--- src/rtl/sa_tile_sequencer.sv ---
// sa_tile_sequencer: FIFO-buffered, diagonally skewed A/W feeder for the systolic array with a tile FSM
module sa_tile_sequencer #(
    parameter int ROWS       = 8,
    parameter int COLS       = 8,
    parameter int INWIDTH    = 8,
    parameter int FIFO_DEPTH = 4,
    parameter int KWIDTH     = 16
) (
    input  logic                    clk,
    input  logic                    rstn,
    input  logic                    i_start,
    input  logic [KWIDTH-1:0]       i_k_len,
    output logic                    o_busy,
    input  logic                    i_a_valid,
    output logic                    o_a_ready,
    input  logic [ROWS*INWIDTH-1:0] i_a_data,
    input  logic                    i_w_valid,
    output logic                    o_w_ready,
    input  logic [COLS*INWIDTH-1:0] i_w_data,
    output logic                    o_fire,
    output logic                    o_acc_clr,
    output logic [ROWS*INWIDTH-1:0] o_arr_a,
    output logic [COLS*INWIDTH-1:0] o_arr_w,
    output logic                    o_tile_done,
    input  logic                    i_done_ack
);
    localparam int AW = $clog2(FIFO_DEPTH);
    localparam int DW = $clog2(ROWS + COLS);
    localparam int D  = ROWS + COLS - 2;
    localparam logic [AW:0]       P1 = 1;
    localparam logic [KWIDTH-1:0] K1 = 1;
    localparam logic [DW-1:0]     D1 = 1;
    localparam logic [2:0] S_IDLE = 3'd0, S_CLEAR = 3'd1, S_FEED = 3'd2, S_DRAIN = 3'd3, S_DONE = 3'd4;

    logic [2:0]              r_state;
    logic [KWIDTH-1:0]       r_rem;
    logic [DW-1:0]           r_drn;
    logic [ROWS*INWIDTH-1:0] r_a_mem [FIFO_DEPTH];
    logic [COLS*INWIDTH-1:0] r_w_mem [FIFO_DEPTH];
    logic [AW:0]             r_a_wp, r_a_rp, r_w_wp, r_w_rp;
    logic                    w_a_empty, w_a_full, w_w_empty, w_w_full, w_a_push, w_w_push;
    logic                    w_feed, w_fire, w_pop;
    logic [ROWS*INWIDTH-1:0] w_a_inj;
    logic [COLS*INWIDTH-1:0] w_w_inj;

    assign w_a_empty = r_a_wp == r_a_rp;
    assign w_w_empty = r_w_wp == r_w_rp;
    assign w_a_full  = (r_a_wp[AW] != r_a_rp[AW]) && (r_a_wp[AW-1:0] == r_a_rp[AW-1:0]);
    assign w_w_full  = (r_w_wp[AW] != r_w_rp[AW]) && (r_w_wp[AW-1:0] == r_w_rp[AW-1:0]);
    assign w_a_push  = i_a_valid && !w_a_full;
    assign w_w_push  = i_w_valid && !w_w_full;
    assign w_feed    = r_state == S_FEED;
    assign w_fire    = w_feed ? (!w_a_empty && !w_w_empty) : (r_state == S_DRAIN);
    assign w_pop     = w_feed && w_fire;
    assign w_a_inj   = w_feed ? r_a_mem[r_a_rp[AW-1:0]] : '0;
    assign w_w_inj   = w_feed ? r_w_mem[r_w_rp[AW-1:0]] : '0;

    assign o_a_ready   = !w_a_full;
    assign o_w_ready   = !w_w_full;
    assign o_fire      = w_fire;
    assign o_busy      = r_state != S_IDLE;
    assign o_acc_clr   = r_state == S_CLEAR;
    assign o_tile_done = r_state == S_DONE;

    // FIFO pointers: pushes accepted in any state, A and W pop together on feed fires
    always_ff @(posedge clk) begin
        if (!rstn) begin
            r_a_wp <= '0;
            r_a_rp <= '0;
            r_w_wp <= '0;
            r_w_rp <= '0;
        end else begin
            if (w_a_push) r_a_wp <= r_a_wp + P1;
            if (w_w_push) r_w_wp <= r_w_wp + P1;
            if (w_pop) begin
                r_a_rp <= r_a_rp + P1;
                r_w_rp <= r_w_rp + P1;
            end
        end
    end

    // FIFO storage, no reset needed since the pointers gate every read
    always_ff @(posedge clk) begin
        if (w_a_push) r_a_mem[r_a_wp[AW-1:0]] <= i_a_data;
        if (w_w_push) r_w_mem[r_w_wp[AW-1:0]] <= i_w_data;
    end

    // tile FSM: K is latched at start so later k_len changes do not matter
    always_ff @(posedge clk) begin
        if (!rstn) begin
            r_state <= S_IDLE;
            r_rem   <= '0;
            r_drn   <= '0;
        end else begin
            case (r_state)
                S_IDLE: if (i_start) begin
                    r_state <= S_CLEAR;
                    r_rem   <= i_k_len;
                end
                S_CLEAR: begin
                    r_state <= (r_rem == '0) ? S_DONE : S_FEED;
                    r_drn   <= DW'(D);
                end
                S_FEED: if (w_fire) begin
                    r_rem <= r_rem - K1;
                    if (r_rem == K1) r_state <= (D == 0) ? S_DONE : S_DRAIN;
                end
                S_DRAIN: begin
                    r_drn <= r_drn - D1;
                    if (r_drn == D1) r_state <= S_DONE;
                end
                S_DONE: if (i_done_ack) r_state <= S_IDLE;
                default: r_state <= S_IDLE;
            endcase
        end
    end

    for (genvar r = 0; r < ROWS; r++) begin : g_a
        if (r == 0) begin : g_l0
            assign o_arr_a[0 +: INWIDTH] = w_fire ? w_a_inj[0 +: INWIDTH] : '0;
        end else begin : g_ch
            logic [r*INWIDTH-1:0] r_sr;
            // r-stage delay line for A lane r, advancing only on fire
            always_ff @(posedge clk) begin
                if (!rstn || r_state == S_CLEAR) r_sr <= '0;
                else if (w_fire) r_sr <= (r_sr << INWIDTH) | (r*INWIDTH)'(w_a_inj[r*INWIDTH +: INWIDTH]);
            end
            assign o_arr_a[r*INWIDTH +: INWIDTH] = r_sr[r*INWIDTH-1 -: INWIDTH];
        end
    end

    for (genvar c = 0; c < COLS; c++) begin : g_w
        if (c == 0) begin : g_l0
            assign o_arr_w[0 +: INWIDTH] = w_fire ? w_w_inj[0 +: INWIDTH] : '0;
        end else begin : g_ch
            logic [c*INWIDTH-1:0] r_sr;
            // c-stage delay line for W lane c, advancing only on fire
            always_ff @(posedge clk) begin
                if (!rstn || r_state == S_CLEAR) r_sr <= '0;
                else if (w_fire) r_sr <= (r_sr << INWIDTH) | (c*INWIDTH)'(w_w_inj[c*INWIDTH +: INWIDTH]);
            end
            assign o_arr_w[c*INWIDTH +: INWIDTH] = r_sr[c*INWIDTH-1 -: INWIDTH];
        end
    end
endmodule
--- config.mk ---
export PLATFORM = sky130hd
export DESIGN_NAME = sa_tile_sequencer
export DESIGN_NICKNAME = d
export VERILOG_FILES = /design/src/rtl/sa_tile_sequencer.sv
export SDC_FILE = /design/constraint.sdc
export NUM_CORES = 1
export LEC_CHECK = 0
export ABC_AREA = 1
export CELL_PAD_IN_SITES_DETAIL_PLACEMENT = 2
export CELL_PAD_IN_SITES_GLOBAL_PLACEMENT = 2
export CORE_ASPECT_RATIO = 0.8
export CORE_MARGIN = 10
export CORE_UTILIZATION = 30
export CTS_CLUSTER_DIAMETER = 40
export DETAILED_ROUTE_END_ITERATION = 10
export PLACE_DENSITY = 0.66
export RECOVER_POWER = 50
export REMOVE_ABC_BUFFERS = 1
export SYNTH_ARGS = -nofsm -noshare
export SYNTH_HDL_FRONTEND = slang
export SYNTH_SLANG_ARGS = --single-unit
--- constraint.sdc ---
create_clock -name clk -period 7.06 [get_ports clk]
set_input_delay 0.706 -clock clk [delete_from_list [all_inputs] [get_ports clk]]
set_output_delay 0.706 -clock clk [all_outputs]
set_load 0.01 [all_outputs]
==> results.yml <==
timing:
  fin_setup_tns_ps: 0
  tightest_slew_ps: 2864
  slew_viol_final: 282
  fmaxAchievable_mhz: 207.5
  whs_ps: 456.4
  min_period_over_period_pct: 68.25
  finalCriticalPeriod_ps: 4819
  skew_ps: 26.79
  rsz0062_at_grt: "no"
  relSlewSlack_pct: -91.64
  setup_viol: 0
  finalHoldViolations: 0
routing:
  avgViaCountPerCell: 4.786
  drtIter0Drc: 1328
  highest_layer: "met5"
  routedWlPerCell_um: 19.59
  m1WireLength_um: 48110
  vias: 26820
  drtPass1Iterations: 4
  wl_met2_um: 55000
  wl_um: 109700
  drcViolationCount: 0
  ant_nets: 0
  dr_wl_met3_um: 3750
clock_tree:
  cts_root_buf: "clkbuf_16"
  clockBufferDepth: 3
  cts.sinks: 999
  hold_buffers: 0
  post-cts-setup-buffer-count: 0
  cts_htree_levels: 4
  cts_tree: "done"
  clkTransAtPathRegs_ps: 50
  clk_latency_ps: 770
  cts_buffers: 151
  post_cts_resize_count: 0
pwr:
  p_per_area_nw_per_um2: 348.0
  report.power.total_uw: 15970
  p_leak_uw: 0.01557
  ir_worst_vdd_v: 0.0002176
place:
  io_buffers: 283
  dp.cells: 5318
  gp_congestion: 0.7021
  dp_hpwl_um: 61520
critical_path:
  regToRegStartpoint: "r_a_wp[0]"
  critical_path.cell_chain: "dlygate4sd3_1 > clkbuf_1 > nand2_2 > buf_12 > a21oi_1"
  slowest_delay_ps: 1920
  cp.arrival_ps: 5470
  cp_num_buf_inv: 3
  endpoint_kind: "register"
  critPathSlowestCell: "nand2_2"
  r2r_cells: 10
  worstSetupStartpointType: "input port"
  required_ps: 7710
  r2r_end: "g_w[2].g_ch.r_sr[1]"
  critPathTopFamily: "buffers and inverters"
  cp_max_fo: 166
  path_class: "input port to register"
  r2r_setup_slack_ps: 2300
global_routing:
  track_usage_pct: 15.52
  grt_pass1_vias: 29690
  antenna_found_initial: 44
  grt_first_pass_wirelength_um: 173000
  grt_overflow: 0
  grt_max_degree: 171
logic_synthesis:
  synth-async-reset-ratio_pct: 0
  ys_ff_latch: 999
  yosysSeqAreaShare_pct: 67.04
  synthCells: 3702
  ys_types: 32
  syn_avg_cell_area_um2: 10.12
  synth-edff-count: 512
  ys_warn_count: 0
  synth-main-ff-cell: "edfxtp_1"
  synth_area_um2: 37480
finish:
  most-common-layout-cells: "nand2_1, edfxtp_1, a21oi_1"
  syn_to_final_growth_pct: 22.50
  fin_util_pct: 37.18
  nets: 3997
  drive_above_1_share_pct: 7.698
  fillerInstances: 13090
  stdcell_count: 5603
  final_common_cell: "nand2_1"
hold_path:
  hold_path_startpoint: "g_w[7].g_ch.r_sr[50]"
  hold_class: "register to register"
  whs_path_depth: 2
  holdPathEnd: "g_w[7].g_ch.r_sr[50]"
run_status:
  violations: "capacitance limit, slew limit"
  status: "finished, violations left"
die:
  io_pins: 284
  dieArea_um2: 139500
  start_util_pct: 30.36
  die_h_um: 336.1
  core_um2: 123500
  die_w_um: 415.2
  rows: 115
run:
  cap_violations: 9
## Yosys cell counts (2+ instances only)
master,count,area share (%)
and3_1,2,0.033
o21ai_1,2,0.027
buf_2,115,1.5
buf_4,137,2.7
o21ai_0,287,3.8
nand2_2,4,0.067
nor2_2,2,0.033
dfxtp_1,487,26
clkbuf_1,76,0.76
clkinv_1,3,0.030
a21oi_1,490,6.5
o22ai_1,113,1.9
buf_6,7,0.21
nand2_1,1015,10
nand4_1,4,0.067
nor3_1,2,0.027
inv_1,48,0.48
nor2_1,349,3.5
ha_1,14,0.47
inv_2,8,0.080
edfxtp_1,512,41
nand3_1,15,0.20
## kinds of logic (layout without fill, tap and decap cells)
family | count (synthesis) | in the layout | share of synthesized area (%)
flip-flops | 999 | 999 | 67.04
buffers and inverters | 395 | 655 | 5.859
adder cells (fa/ha/maj) | 14 | 14 | 0.4674
XOR/XNOR | 1 | 1 | 0.02337
AO/OA/AOI/OAI | 896 | 896 | 12.40
AND/OR/NAND/NOR | 1397 | 1397 | 14.21
other | 0 | 3 | 0
## sequential cells by signal, summed over array words and instances, names as in the netlist, named ones only
signal	flops
r_a_mem	256
r_state	3
r_a_rp	3
r_drn	4
r_a_wp	3
g_a.g_ch.r_sr	224
r_w_wp	3
r_w_mem	256
r_w_rp	3
r_rem	16
g_w.g_ch.r_sr	224
## worst max-delay path by stage
stage          depth (start not counted)  slack, ps  startpoint              endpoint
2_1_floorplan                          8      -2680  r_state[0]   g_a[1].g_ch.r_sr[0]
3_3_place_gp                           9       3460  r_state[0]  g_a[7].g_ch.r_sr[40]
3_5_place_dp                           9       3410  r_state[0]  g_a[5].g_ch.r_sr[18]
4_1_cts                                4       2760    register            o_arr_w[6]
5_1_grt                               10       1740   r_a_wp[0]   g_w[1].g_ch.r_sr[7]
6_report                               5       2240        rstn  g_w[7].g_ch.r_sr[36]
## cell type report
type	instances	area, um2	share of cell area, %
flip-flops and latches	999	25130	54.75
multi-input cells	2308	10160	22.13
clock buffers	190	4279	9.321
repair buffers	313	3100	6.754
well taps	1638	2049	4.464
clock inverters	92	938.4	2.044
inverters	60	237.7	0.5179
diodes	3	7.507	0.01635
## routing by layer
layer / track usage, % / vias to the layer above
met5: 0 / -
met4: 4.510 / 4
met3: 3.249 / 250
met2: 27.92 / 393
met1: 18.61 / 13400
li1: - / 12770
## worst reg2reg max path, delay by kind of cell (launching register included)
kind	cells	cell delay [ps]
flops	1	340
buf+inv	4	3370
compound gates	1	90
simple gates	5	720
## through the flow
stage | setup WS [ps] | instance area (um2)
after global placement | 3457 | 40770
after global routing | 1736 | 45900
after CTS | 2756 | 45990
after detailed placement | 3406 | 40770
final | 2241 | 45910
after floorplan | -2676 | 35510
## power by group
part | internal [uW] | switching, uW
clock network | 4730 | 2880
logic | 450 | 1430
registers | 6350 | 131
(Power assumes the default switching activity.)
